$ cat src/rtl/instr_seq_ctrl_if.sv
// instr_seq_ctrl_if: bundle between the sequencer, program memory, decoder and execute stage.
interface instr_seq_ctrl_if #(parameter int ADDR_W = 8);
  logic start;
  logic imem_rd;
  logic [ADDR_W-1:0] imem_addr;
  logic [15:0] imem_data;
  logic [15:0] dec_instr;
  logic dec_en;
  logic exec_done;
  logic [ADDR_W-1:0] pc;
  logic busy;
  logic halted;
  logic error;
  modport master(
    input start, imem_data, exec_done,
    output imem_rd, imem_addr, dec_instr, dec_en, pc, busy, halted, error
  );
  modport slave(
    output start, imem_data, exec_done,
    input imem_rd, imem_addr, dec_instr, dec_en, pc, busy, halted, error
  );
endinterface

$ cat src/rtl/instr_seq_ctrl.sv
// instr_seq_ctrl: fetch/decode sequencer with local jump/halt; EXEC_TIMEOUT_EN adds an execute watchdog.
module instr_seq_ctrl #(
  parameter int ADDR_W = 8,
  parameter int EXEC_TIMEOUT = 255
) (
  input logic clk,
  input logic reset,
  instr_seq_ctrl_if.master bus
);
  typedef enum logic [2:0] {IDLE, FETCH, WAIT_MEM, DECODE, EXEC, HALT} state_t;
  state_t r_state;
  logic [ADDR_W-1:0] r_pc;
  logic [15:0] r_ir;
  logic r_rd, r_en, r_busy, r_halted;
  logic [3:0] w_op;
  assign w_op = bus.imem_data[15:12];
`ifdef EXEC_TIMEOUT_EN
  localparam int CW = ($clog2(EXEC_TIMEOUT + 1) > 8) ? $clog2(EXEC_TIMEOUT + 1) : 8;
  logic [CW-1:0] r_cnt;
  logic r_err;
  assign bus.error = r_err;
`else
  assign bus.error = 1'b0;
`endif
  assign bus.imem_rd = r_rd;
  assign bus.imem_addr = r_pc;
  assign bus.pc = r_pc;
  assign bus.dec_instr = r_ir;
  assign bus.dec_en = r_en;
  assign bus.busy = r_busy;
  assign bus.halted = r_halted;
  always_ff @(posedge clk) begin
    if (reset) begin
      r_state <= IDLE;
      r_pc <= '0;
      r_ir <= '0;
      r_rd <= 1'b0;
      r_en <= 1'b0;
      r_busy <= 1'b0;
      r_halted <= 1'b0;
`ifdef EXEC_TIMEOUT_EN
      r_cnt <= '0;
      r_err <= 1'b0;
`endif
    end else begin
      r_rd <= 1'b0;
      r_en <= 1'b0;
      case (r_state)
        IDLE, HALT: if (bus.start) begin
          r_state <= FETCH;
          r_pc <= '0;
          r_rd <= 1'b1;
          r_busy <= 1'b1;
          r_halted <= 1'b0;
`ifdef EXEC_TIMEOUT_EN
          r_err <= 1'b0;
`endif
        end
        FETCH: r_state <= WAIT_MEM;
        WAIT_MEM: begin
          r_ir <= bus.imem_data;
          if (w_op == 4'hF) begin
            r_state <= HALT;
            r_busy <= 1'b0;
            r_halted <= 1'b1;
          end else if (w_op == 4'hE) begin
            r_pc <= bus.imem_data[ADDR_W-1:0];
            r_state <= FETCH;
            r_rd <= 1'b1;
          end else begin
            r_state <= DECODE;
            r_en <= 1'b1;
          end
        end
        DECODE: begin
`ifdef EXEC_TIMEOUT_EN
          r_cnt <= '0;
`endif
          if (r_ir[15:12] == 4'h0) begin
            r_pc <= r_pc + 1'b1;
            r_state <= FETCH;
            r_rd <= 1'b1;
          end else r_state <= EXEC;
        end
        EXEC: if (bus.exec_done) begin
          r_pc <= r_pc + 1'b1;
          r_state <= FETCH;
          r_rd <= 1'b1;
        end
`ifdef EXEC_TIMEOUT_EN
        // r_cnt holds EXEC cycles already elapsed, so this is the last allowed cycle
        else if (r_cnt == CW'(EXEC_TIMEOUT - 1)) begin
          r_state <= HALT;
          r_busy <= 1'b0;
          r_halted <= 1'b1;
          r_err <= 1'b1;
        end else r_cnt <= r_cnt + 1'b1;
`endif
        default: r_state <= IDLE;
      endcase
    end
  end
endmodule

$ cat src/flat_wrapper.sv
// flat-port wrapper written by rule: the top's interface ports become plain ports
module instr_seq_ctrl_flat 
#(
  parameter int ADDR_W = 8,
  parameter int EXEC_TIMEOUT = 255
)
  (clk, reset, bus_start, bus_imem_data, bus_exec_done, bus_imem_rd, bus_imem_addr, bus_dec_instr, bus_dec_en, bus_pc, bus_busy, bus_halted, bus_error);
  instr_seq_ctrl_if #(.ADDR_W(ADDR_W)) bus_i ();
  input logic clk;
  input logic reset;
  input wire logic [$bits(bus_i.start)-1:0] bus_start;
  input wire logic [$bits(bus_i.imem_data)-1:0] bus_imem_data;
  input wire logic [$bits(bus_i.exec_done)-1:0] bus_exec_done;
  output wire logic [$bits(bus_i.imem_rd)-1:0] bus_imem_rd;
  output wire logic [$bits(bus_i.imem_addr)-1:0] bus_imem_addr;
  output wire logic [$bits(bus_i.dec_instr)-1:0] bus_dec_instr;
  output wire logic [$bits(bus_i.dec_en)-1:0] bus_dec_en;
  output wire logic [$bits(bus_i.pc)-1:0] bus_pc;
  output wire logic [$bits(bus_i.busy)-1:0] bus_busy;
  output wire logic [$bits(bus_i.halted)-1:0] bus_halted;
  output wire logic [$bits(bus_i.error)-1:0] bus_error;
  assign bus_i.start = bus_start;
  assign bus_i.imem_data = bus_imem_data;
  assign bus_i.exec_done = bus_exec_done;
  assign bus_imem_rd = bus_i.imem_rd;
  assign bus_imem_addr = bus_i.imem_addr;
  assign bus_dec_instr = bus_i.dec_instr;
  assign bus_dec_en = bus_i.dec_en;
  assign bus_pc = bus_i.pc;
  assign bus_busy = bus_i.busy;
  assign bus_halted = bus_i.halted;
  assign bus_error = bus_i.error;
  instr_seq_ctrl #(.ADDR_W(ADDR_W), .EXEC_TIMEOUT(EXEC_TIMEOUT)) u_core (.clk(clk), .reset(reset), .bus(bus_i));
endmodule
$ cat config.mk
export PLATFORM = sky130hd
export DESIGN_NAME = instr_seq_ctrl_flat
export DESIGN_NICKNAME = d
export VERILOG_FILES = /design/src/rtl/instr_seq_ctrl_if.sv /design/src/rtl/instr_seq_ctrl.sv /design/src/flat_wrapper.sv
export SDC_FILE = /design/constraint.sdc
export NUM_CORES = 1
export LEC_CHECK = 0
export ABC_AREA = 1
export CAP_MARGIN = 20
export CELL_PAD_IN_SITES_DETAIL_PLACEMENT = 1
export CELL_PAD_IN_SITES_GLOBAL_PLACEMENT = 2
export CORE_AREA = 2 2 86 96
export CTS_BUF_LIST = sky130_fd_sc_hd__clkbuf_8
export DETAILED_ROUTE_END_ITERATION = 8
export DIE_AREA = 0 0 88 98
export PLACE_DENSITY = 0.83
export SYNTH_ARGS = -nofsm -noshare
export SYNTH_HDL_FRONTEND = slang
export SYNTH_SLANG_ARGS = --single-unit
$ cat constraint.sdc
create_clock -name clk -period 1.1 [get_ports clk]
set_input_delay 0.22 -clock clk [delete_from_list [all_inputs] [get_ports clk]]
set_output_delay 0.22 -clock clk [all_outputs]
set_load 0.05 [all_outputs]
==> results of run 1 <==
[cells by family after synthesis]
group	count (synthesis)	synth area share
flops	31	0.3990
compound gates	28	0.09413
buf+inv	30	0.09735
simple gates	134	0.3990
fa+ha+maj	1	0.008044
other cells	1	0.002411
[worst paths after layout]
kind | start | end | cells after the start
worst min register to register | u_core.bus.dec_instr[7]$_SDFFE_PP0N_ | u_core.bus.dec_instr[7]$_SDFFE_PP0N_ | 2
worst min-delay path | bus_imem_data[12] | u_core.bus.dec_instr[12]$_SDFFE_PP0N_ | 3
worst max register to register | u_core.r_state[1]$_SDFFE_PP0P_ | u_core.bus.halted$_SDFFE_PP0P_ | 8
worst max-delay path | u_core.r_state[1]$_SDFFE_PP0P_ | u_core.bus.halted$_SDFFE_PP0P_ | 8
[repair_timing]
action                     in CTS  in global routing
hold buffers                    0                  0
setup buffers                   8                  4
gates resized for setup        79                 29
setup endpoints to repair      49                 49
pin swaps                      33                 14
gates cloned                    2                  0
[layout make-up]
type,instances,area [um2]
clock buffer,5,68.82
clock inverter,3,15.01
fill,882,4350
inverter,16,77.57
multi-input combinational,166,1061
sequential,31,670.6
tap,108,135.1
timing repair buffer,97,1321
[stage by stage]
step / hold WS (ns) / util / std cells / cell area (um2)
global route: 0.4354 / 0.4350 / 426 / 3349
CTS: 0.3920 / 0.4204 / 422 / 3237
detailed placement: 0.4976 / 0.3655 / 405 / 2814
finish: 0.4097 / 0.4350 / 426 / 3349
floorplan: 0.3534 / - / 225 / 1612
global placement: 0.4901 / 0.3655 / 405 / 2814
[synth_stat cells, types with 3 or more instances]
master    instances
nand2_1          58
nor2_1           43
dfxtp_1          31
a21oi_1          14
inv_1            13
nand3_1          13
o21ai_0          12
nand4_1          11
buf_4             9
clkbuf_1          3
[power by group through the flow]
stage                     combinational [uW]  clock [uW]  sequential [uW]
after global placement                  2280           0             1440
after detailed placement                2320           0             1450
final                                   2690         878             1470
after global routing                    2830         959             1490
after CTS                               2580         894             1460
after floorplan                          766           0             1840
[registers in the layout, indices dropped and copies added, names as in the netlist]
name and cells:
u_core.bus.dec_instr 16, u_core.bus.imem_addr 8, u_core.r_state 3, u_core.bus.busy 1
u_core.bus.dec_en 1, u_core.bus.halted 1, u_core.bus.imem_rd 1
[layer usage]
metal	vias up	wire length [um]	GRT usage
met5	-	0	0
met4	0	83	0.04142
met3	7	211	0.03466
met2	38	3202	0.2488
met1	878	2261	0.1565
li1	904	-	-
[worst min-delay path, stage by stage]
cell	delay (ns)
dlygate4sd2_1	0.28
nand2_1	0.09
a21oi_1	0.06
==> run_results.csv, run 1 <==
group,metric,value,unit
pwr,swShare,0.4046,
global_route,grt_pass1_vias,1990,
setup_path,rrSetupSlack,-0.17,ns
route,drt_iter0_drc,53,
route,dr.pass1.iters,4,
yosys,synth_fp_nets,246,
global_route,grt.overflow.total,0,
pwr,switchingPower,2036,uW
timing,layout_setup_ws,-0.1667,ns
timing,max_freq,789.4,MHz
clocking,clkLatencyLatePin,0.29,ns
floorplan,die_x,88,um
clocking,clock-sinks,31,
timing,finalHoldViolCount,0,
pwr,finalPower,5033,uW
clocking,cts_max_level,2,
floorplan,pin_count,57,
pwr,leakage,0.001409,uW
cells_and_area,layout_common_cells,"38 x nand2_1, 38 x buf_12, 28 x nor2_1",
yosys,synth_top_area_share,0.3990,
route,viasPerCell,4.289,
route,vias,1827,
setup_path,crit_path_end_kind,"register",
clocking,cts_buffers,5,
placement,dp_hpwl,4031,um
route,wl,5759,um
clocking,clkSlewWorstSetupHoldPaths,0.07,ns
status,outcome,"finished, violations left",
timing,maxSlewViolCount,0,
yosys,synth-seq-cells,31,
floorplan,rows,34,
timing,setup_viol,45,
global_route,grt_max_degree,17,
yosys,syn_avg_cell_area,6.912,um2
setup_path,crit_type,"reg2reg",
yosys,syn_inst,225,
timing,post-route-period-util,1.152,
yosys,syn-cell-area,1555,um2
yosys,yosysTopAreaCell,"dfxtp_1",
setup_path,required,1.28,ns
clocking,ctsRootBufferMaster,"clkbuf_8",
timing,min_period,1.267,ns
placement,io_buffers,55,
route,drcViolationCount,0,
setup_path,crit_fanout,6,
global_route,grt_pass1_wl,9315,um
timing,fin_skew,0.004526,ns
global_route,grt_antenna_before_repair,0,
floorplan,initial_core_util,0.2020,
yosys,ys.flop_type,"dfxtp_1",
yosys,synth_cell_type_count,24,
floorplan,die_h,98,um
setup_path,critical_path.most_common_cell,"buf_6",
cells_and_area,drive_gt1_frac,0.5314,
pwr,combPwrFrac,0.534,
setup_path,crit_family,"simple AND/OR/NAND/NOR gates",
yosys,synth_top_cells_by_area,"dfxtp_1 40%, nand2_1 14%, nor2_1 10%",
route,postRouteAntennaNets,0,
yosys,yosysWarnings,0,
setup_path,max_stage_delay,0.35,ns
yosys,synth_edf_count,0,
clocking,clockBufferDepth,2,
setup_path,critPathLaunchType,"register",
setup_path,path_cells,"buf_6 > nand3_4 > clkinv_8 > buf_6 > nand2_4 > nand3_2 > nand2_2 > a21oi_2",
pwr,p_seq_frac,0.292,
cells_and_area,synthToLayoutAreaGrowth,115.4,%
cells_and_area,diodes,0,
cells_and_area,nNetsFinal,338,
run,maxCapViolCount,0,
floorplan,core,7700,um2
setup_path,cp.arrival,1.44,ns
yosys,yosysSeqAreaShare,0.3990,
min_path,hold_class,"in2reg",
status,violations,"negative setup slack",
setup_path,critPathBufInv,3,
yosys,async_flop_share,0,
placement,preCtsSetupSlack,-0.5098,ns
route,drt-wirelength-per-cell,13.52,um
setup_path,crit_slowest_cell,"dfxtp_2",
timing,rsz0062_at_grt,"yes",
pwr,ir_worst_vdd,0.6024,mV
pwr,clockPowerShare,0.174,
pwr,p_int,2997,uW
global_route,grtUsageTotal,0.1379,
clocking,cts_tree,"done",
floorplan,dieArea,8624,um2
timing,tns,-3.193,ns
pwr,power_density,1503,nW/um2
placement,gp_congestion,0.7651,
No activity file was read; power rests on OpenSTA's default activity.
==> inputs of run 2 (changes only) <==
==> constraint.sdc (replaced) <==
create_clock -name clk -period 1.1 [get_ports clk]
set_input_delay 0.11 -clock clk [delete_from_list [all_inputs] [get_ports clk]]
set_output_delay 0.11 -clock clk [all_outputs]
set_load 0.05 [all_outputs]
==> run 2 against run 1 <==
  * Combinational power increased by 3%
  * Utilization increased by 0.55 points
  * Clock-buffer cell count unchanged
  * The run still ends with negative setup slack left
  * Die area unchanged
  * Highest routed layer unchanged
  * First-iteration DRC count decreased by 42%
  * Clock power decreased by 6.5%
  * Clock skew increased by 0.0026 ns
==> run_results.csv, run 2 (synthesis results as in run 1) <==
group,metric,value,unit
placement,io_buffers,55,
clocking,clkSlewWorstSetupHoldPaths,0.07,ns
route,drcViolationCount,0,
pwr,p_int,3023,uW
pwr,swShare,0.3991,
timing,layout_setup_ws,-0.1984,ns
timing,post-route-period-util,1.180,
cells_and_area,largest_reg_flops,16,
pwr,finalPower,5032,uW
route,viasPerCell,4.311,
cells_and_area,diodes,0,
pwr,leakage,0.001429,uW
status,violations,"negative setup slack",
placement,dpl.cell_count,406,
floorplan,rows,34,
clocking,clock-sinks,31,
route,wl,5751,um
pwr,clockPowerShare,0.163,
floorplan,die_x,88,um
setup_path,crit_type,"reg2reg",
setup_path,cp.arrival,1.48,ns
timing,maxSlewViolCount,0,
timing,setup_viol,30,
pwr,power_density,1483,nW/um2
status,outcome,"finished, violations left",
floorplan,die_h,98,um
setup_path,critPathLaunchType,"register",
timing,tns,-3.291,ns
route,drt_iter0_drc,31,
cells_and_area,post-route-util,0.4405,
global_route,grt_max_degree,17,
floorplan,core,7700,um2
pwr,ir_worst_vdd,0.7157,mV
global_route,grt_antenna_before_repair,0,
cells_and_area,synthToLayoutAreaGrowth,118.1,%
setup_path,crit_path_end_kind,"register",
timing,rsz0062_at_grt,"yes",
floorplan,dieArea,8624,um2
cells_and_area,nNetsFinal,344,
timing,finalHoldViolCount,0,
clocking,clockBufferDepth,2,
clocking,clkLatencyLatePin,0.28,ns
floorplan,pin_count,57,
cells_and_area,fin_cells,431,
pwr,p_seq_frac,0.287,
cells_and_area,ff_latch_area,665.6,um2
pwr,switchingPower,2008,uW
clocking,ctsRootBufferMaster,"clkbuf_8",
clocking,cts_buffers,5,
run,maxCapViolCount,0,
route,postRouteAntennaNets,0,
route,drt-wirelength-per-cell,13.34,um
min_path,hold_class,"in2reg",
global_route,grt_pass1_vias,2009,
global_route,grt_pass1_wl,9404,um
pwr,combPwrFrac,0.550,
timing,fin_skew,0.007137,ns
global_route,grt.overflow.total,0,
clocking,cts_max_level,2,
cells_and_area,n_fill_cell,863,
setup_path,required,1.28,ns
cells_and_area,final_common_cell,"nand2_1",
cells_and_area,drive_gt1_frac,0.5015,
floorplan,initial_core_util,0.2020,
setup_path,crit_fanout,6,
global_route,grtUsageTotal,0.1386,
timing,max_freq,770.2,MHz
route,dr.pass1.iters,4,
placement,dp_hpwl,3979,um
placement,gp_congestion,0.7766,
cells_and_area,multi_input_area,1076,um2
timing,min_period,1.298,ns
route,vias,1858,
cells_and_area,layout_common_cells,"45 x nand2_1, 37 x buf_12, 32 x buf_4",
clocking,cts_tree,"done",
## run 2: changes by cell type in the layout (fill, tap and decap cells not counted), moves of 5 or more
cell     previous run  this run
buf_4              21        32
nand2_1            38        45
buf_6              18        12
a21oi_2             8         3
nand2_2            13         8
## run 2: final cells by class
cell class,count,share of cell area
multi-input cells,166,0.3172
well taps,108,0.03984
flip-flops and latches,31,0.1962
clock inverters,2,0.002213
inverters,16,0.02213
repair buffers,103,0.4021
clock buffers,5,0.02029
## run 2: worst paths after layout
path | from | endpoint | slack, ns | depth (start not counted)
min | bus_imem_data[0] | u_core.bus.dec_instr[0]$_SDFFE_PP0N_ | 0.42 | 3
max | u_core.r_state[0]$_SDFFE_PP0P_ | u_core.bus.imem_addr[1]$_SDFFE_PP0P_ | -0.20 | 8
min reg2reg | u_core.bus.dec_instr[6]$_SDFFE_PP0N_ | u_core.bus.dec_instr[6]$_SDFFE_PP0N_ | 0.50 | 2
max reg2reg | u_core.r_state[0]$_SDFFE_PP0P_ | u_core.bus.imem_addr[1]$_SDFFE_PP0P_ | -0.20 | 8
## run 2: per-layer routing
layer  track usage  vias to the layer above  share of wire
met1        0.1536                      895           0.38
met2        0.2593                       39           0.57
met4       0.03550                        0          0.011
met3       0.03212                        7          0.039
met5             0                        -              0
li1              -                      917              -
## run 2: through the flow
step	hold slack [ns]	area, um2	setup slack, ns
2_1_floorplan	0.2434	1610	-0.1144
3_3_place_gp	0.4914	2820	-0.3534
3_5_place_dp	0.4987	2820	-0.3879
4_1_cts	0.4176	3227	-0.1367
5_1_grt	0.4427	3392	-0.2517
6_report	0.4242	3392	-0.1984
## run 2: timing repair
item | 4_1_cts | 5_1_grt
resized for setup | 54 | 38
gates cloned | 3 | 0
setup buffers | 12 | 3
pin swaps | 19 | 23
hold buffers | 0 | 0
setup endpoints to repair | 31 | 31
## run 2: power by group through the flow
stage,clock (uW),combinational (uW),sequential [uW]
final,821,2770,1440
after global routing,887,2930,1460
after CTS,851,2610,1440
after detailed placement,0,2330,1440
after global placement,0,2300,1440
after floorplan,0,766,1840
## run 2: worst max-delay path: stages, from the launching register on
cell,delay (ns)
dfxtp_4,0.42
inv_4,0.06
nand3_4,0.14
clkinv_8,0.11
buf_6,0.13
nand2_4,0.07
nand4_1,0.12
nand2_1,0.09
nor2_1,0.05
==> inputs of run 3 (changes only) <==
Settings changed: REMOVE_ABC_BUFFERS set to 1.
==> run 3 against run 2 <==
  * The flow still finishes with violations (negative setup slack)
  * Register-to-register slack gained 0.05 ns
  * Die area is the same
  * Non-clock buffer count shrank 8
  * Setup slack gained 0.051 ns
  * Via count shrank 1.3%
  * Clock power grew 4.0%
  * Combinational power shrank 7.2%
  * Global-route usage shrank 0.19 points
  * Sequential power shrank 3%
  * Cell area shrank 7.5%
  * Worst hold slack lost 0.0050 ns
  * Cell count shrank 1.4%
  * Critical path type unchanged
==> run_results.csv, run 3 (synthesis results as in run 1) <==
group,metric,value,unit
cells_and_area,finish.instance_area,3139,um2
timing,maxSlewViolCount,0,
global_route,grt.overflow.total,0,
cells_and_area,drive_gt1_frac,0.4227,
global_route,use_met1,0.1597,
timing,fin_skew,0.003473,ns
setup_path,critPathLaunchType,"register",
setup_path,crit_slowest_cell,"dfxtp_4",
floorplan,die_x,88,um
route,drt_iter0_drc,28,
pwr,leakage,0.001339,uW
clocking,ctsRootBufferMaster,"clkbuf_8",
timing,min_period,1.247,ns
global_route,grt_pass1_wl,9321,um
timing,layout_setup_ws,-0.1475,ns
global_route,grt_max_degree,17,
setup_path,cp-startpoint,"u_core.r_state[1]$_SDFFE_PP0P_",
cells_and_area,largest_reg_flops,16,
global_route,grt_pass1_vias,2012,
run,maxCapViolCount,0,
cells_and_area,nNetsFinal,337,
timing,rsz0062_at_grt,"yes",
floorplan,initial_core_util,0.2020,
status,violations,"negative setup slack",
cells_and_area,synthToLayoutAreaGrowth,101.9,%
cells_and_area,n_fill_cell,903,
setup_path,crit_end,"u_core.bus.imem_addr[0]$_SDFFE_PP0P_",
global_route,grt_antenna_before_repair,0,
setup_path,r2r_start,"u_core.r_state[1]$_SDFFE_PP0P_",
floorplan,core,7700,um2
setup_path,max_stage_delay,0.36,ns
clocking,cts_max_level,2,
clocking,clock-sinks,31,
pwr,ir_worst_vdd,0.5824,mV
route,drcViolationCount,0,
setup_path,critical_path.most_common_cell,"nor2_1",
cells_and_area,diodes,0,
setup_path,reg2reg_depth,7,
status,outcome,"finished, violations left",
clocking,clkLatencyLatePin,0.28,ns
timing,post-route-period-util,1.134,
global_route,grtUsageTotal,0.1367,
min_path,hold_class,"in2reg",
route,viasPerCell,4.315,
floorplan,die_h,98,um
floorplan,dieArea,8624,um2
setup_path,crit_type,"reg2reg",
placement,dp_hpwl,3945,um
placement,io_buffers,55,
timing,hold_ws,0.4193,ns
route,vias,1834,
cells_and_area,final_common_cell,"nand2_1",
setup_path,rr_endpoint,"u_core.bus.imem_addr[0]$_SDFFE_PP0P_",
timing,max_freq,801.6,MHz
global_route,grt_util_met3,0.02959,
route,dr.pass1.iters,4,
floorplan,rows,34,
route,drt-wirelength-per-cell,13.05,um
clocking,cts_buffers,5,
timing,finalHoldViolCount,0,
setup_path,cp.arrival,1.42,ns
timing,setup_viol,30,
route,wl,5546,um
placement,gp_congestion,0.8158,
clocking,clkSlewWorstSetupHoldPaths,0.06,ns
setup_path,path_cells,"buf_6 > clkinvlp_4 > nand4_4 > nand2_8 > nor2_8 > nor2_1 > nor2_1",
floorplan,pin_count,57,
clocking,clockBufferDepth,2,
setup_path,crit_fanout,5,
timing,tns,-2.498,ns
setup_path,required,1.28,ns
route,postRouteAntennaNets,0,
global_route,met2_usage,0.2471,
setup_path,rrSetupSlack,-0.15,ns
setup_path,crit_path_end_kind,"register",
placement,place_area,2800,um2
global_route,busiest_layer,"met2",
pwr,power_density,1538,nW/um2
min_path,hp-start,"bus_imem_data[6]",
clocking,cts_tree,"done",
cells_and_area,layout_common_cells,"43 x nand2_1, 38 x buf_12, 36 x nor2_1, 36 x buf_4, 23 x dfxtp_1",
## run 3: changes by cell type in the layout (fill, tap and decap cells not counted), sizes merged
cell      before  now
buf           84   76
clkinvlp       0    1
nand4         12   13
## run 3: stage by stage
step | utilization | cells | worst slack, ns | total power [uW]
after floorplan | - | 211 | -0.9084 | 2484
after global placement | 0.3637 | 409 | -0.3322 | 3741
after detailed placement | 0.3637 | 409 | -0.3483 | 3777
after CTS | 0.4027 | 425 | -0.1339 | 4833
after global routing | 0.4077 | 425 | -0.2418 | 5095
final | 0.4077 | 425 | -0.1475 | 4827
## run 3: layer usage
metal | wire length (um) | up-vias | part of all wire
met5 | 0 | - | 0
met4 | 72 | 0 | 0.013
met3 | 224 | 7 | 0.040
met2 | 2876 | 44 | 0.52
met1 | 2374 | 869 | 0.43
li1 | - | 914 | -
## run 3: cell type report
cell class / instances / area (um2) / share of cell area
Tap cell: 108 / 135.1 / 0.04305
Clock buffer: 5 / 68.82 / 0.02192
Inverter: 16 / 73.82 / 0.02352
Multi-Input combinational cell: 167 / 969.7 / 0.3089
Timing Repair Buffer: 95 / 1244 / 0.3962
Sequential cell: 31 / 635.6 / 0.2025
Clock inverter: 3 / 12.51 / 0.003986
## run 3: report_power, final
group	total [uW]	internal, uW	switching (uW)
clock network	854	425	429
registers	1400	1270	131
logic	2570	1190	1380
## run 3: how the worst min path moves through the flow
stage,slack (ns),cells past startpoint,endpoint
5_1_grt,0.44,3,u_core.bus.dec_instr[2]$_SDFFE_PP0N_
3_3_place_gp,0.49,2,u_core.bus.dec_instr[2]$_SDFFE_PP0N_
6_report,0.42,3,u_core.bus.dec_instr[6]$_SDFFE_PP0N_
4_1_cts,0.42,3,u_core.bus.dec_instr[6]$_SDFFE_PP0N_
3_5_place_dp,0.50,2,u_core.bus.dec_instr[7]$_SDFFE_PP0N_
2_1_floorplan,0.18,1,u_core.bus.busy$_SDFFE_PP0P_
## run 3: what timing repair did
item                       CTS  global route
setup endpoints to repair   33            37
pin swaps                   18             1
resized for setup           48            12
hold buffers                 0             0
buffers inserted             5             0
gates cloned                 3             0
## run 3: worst max-delay path, delay by kind of cell (launching register included)
family / cells / cell delay (ns)
buffers and inverters: 2 / 0.22
AND/OR/NAND/NOR: 5 / 0.55
flip-flops: 1 / 0.36
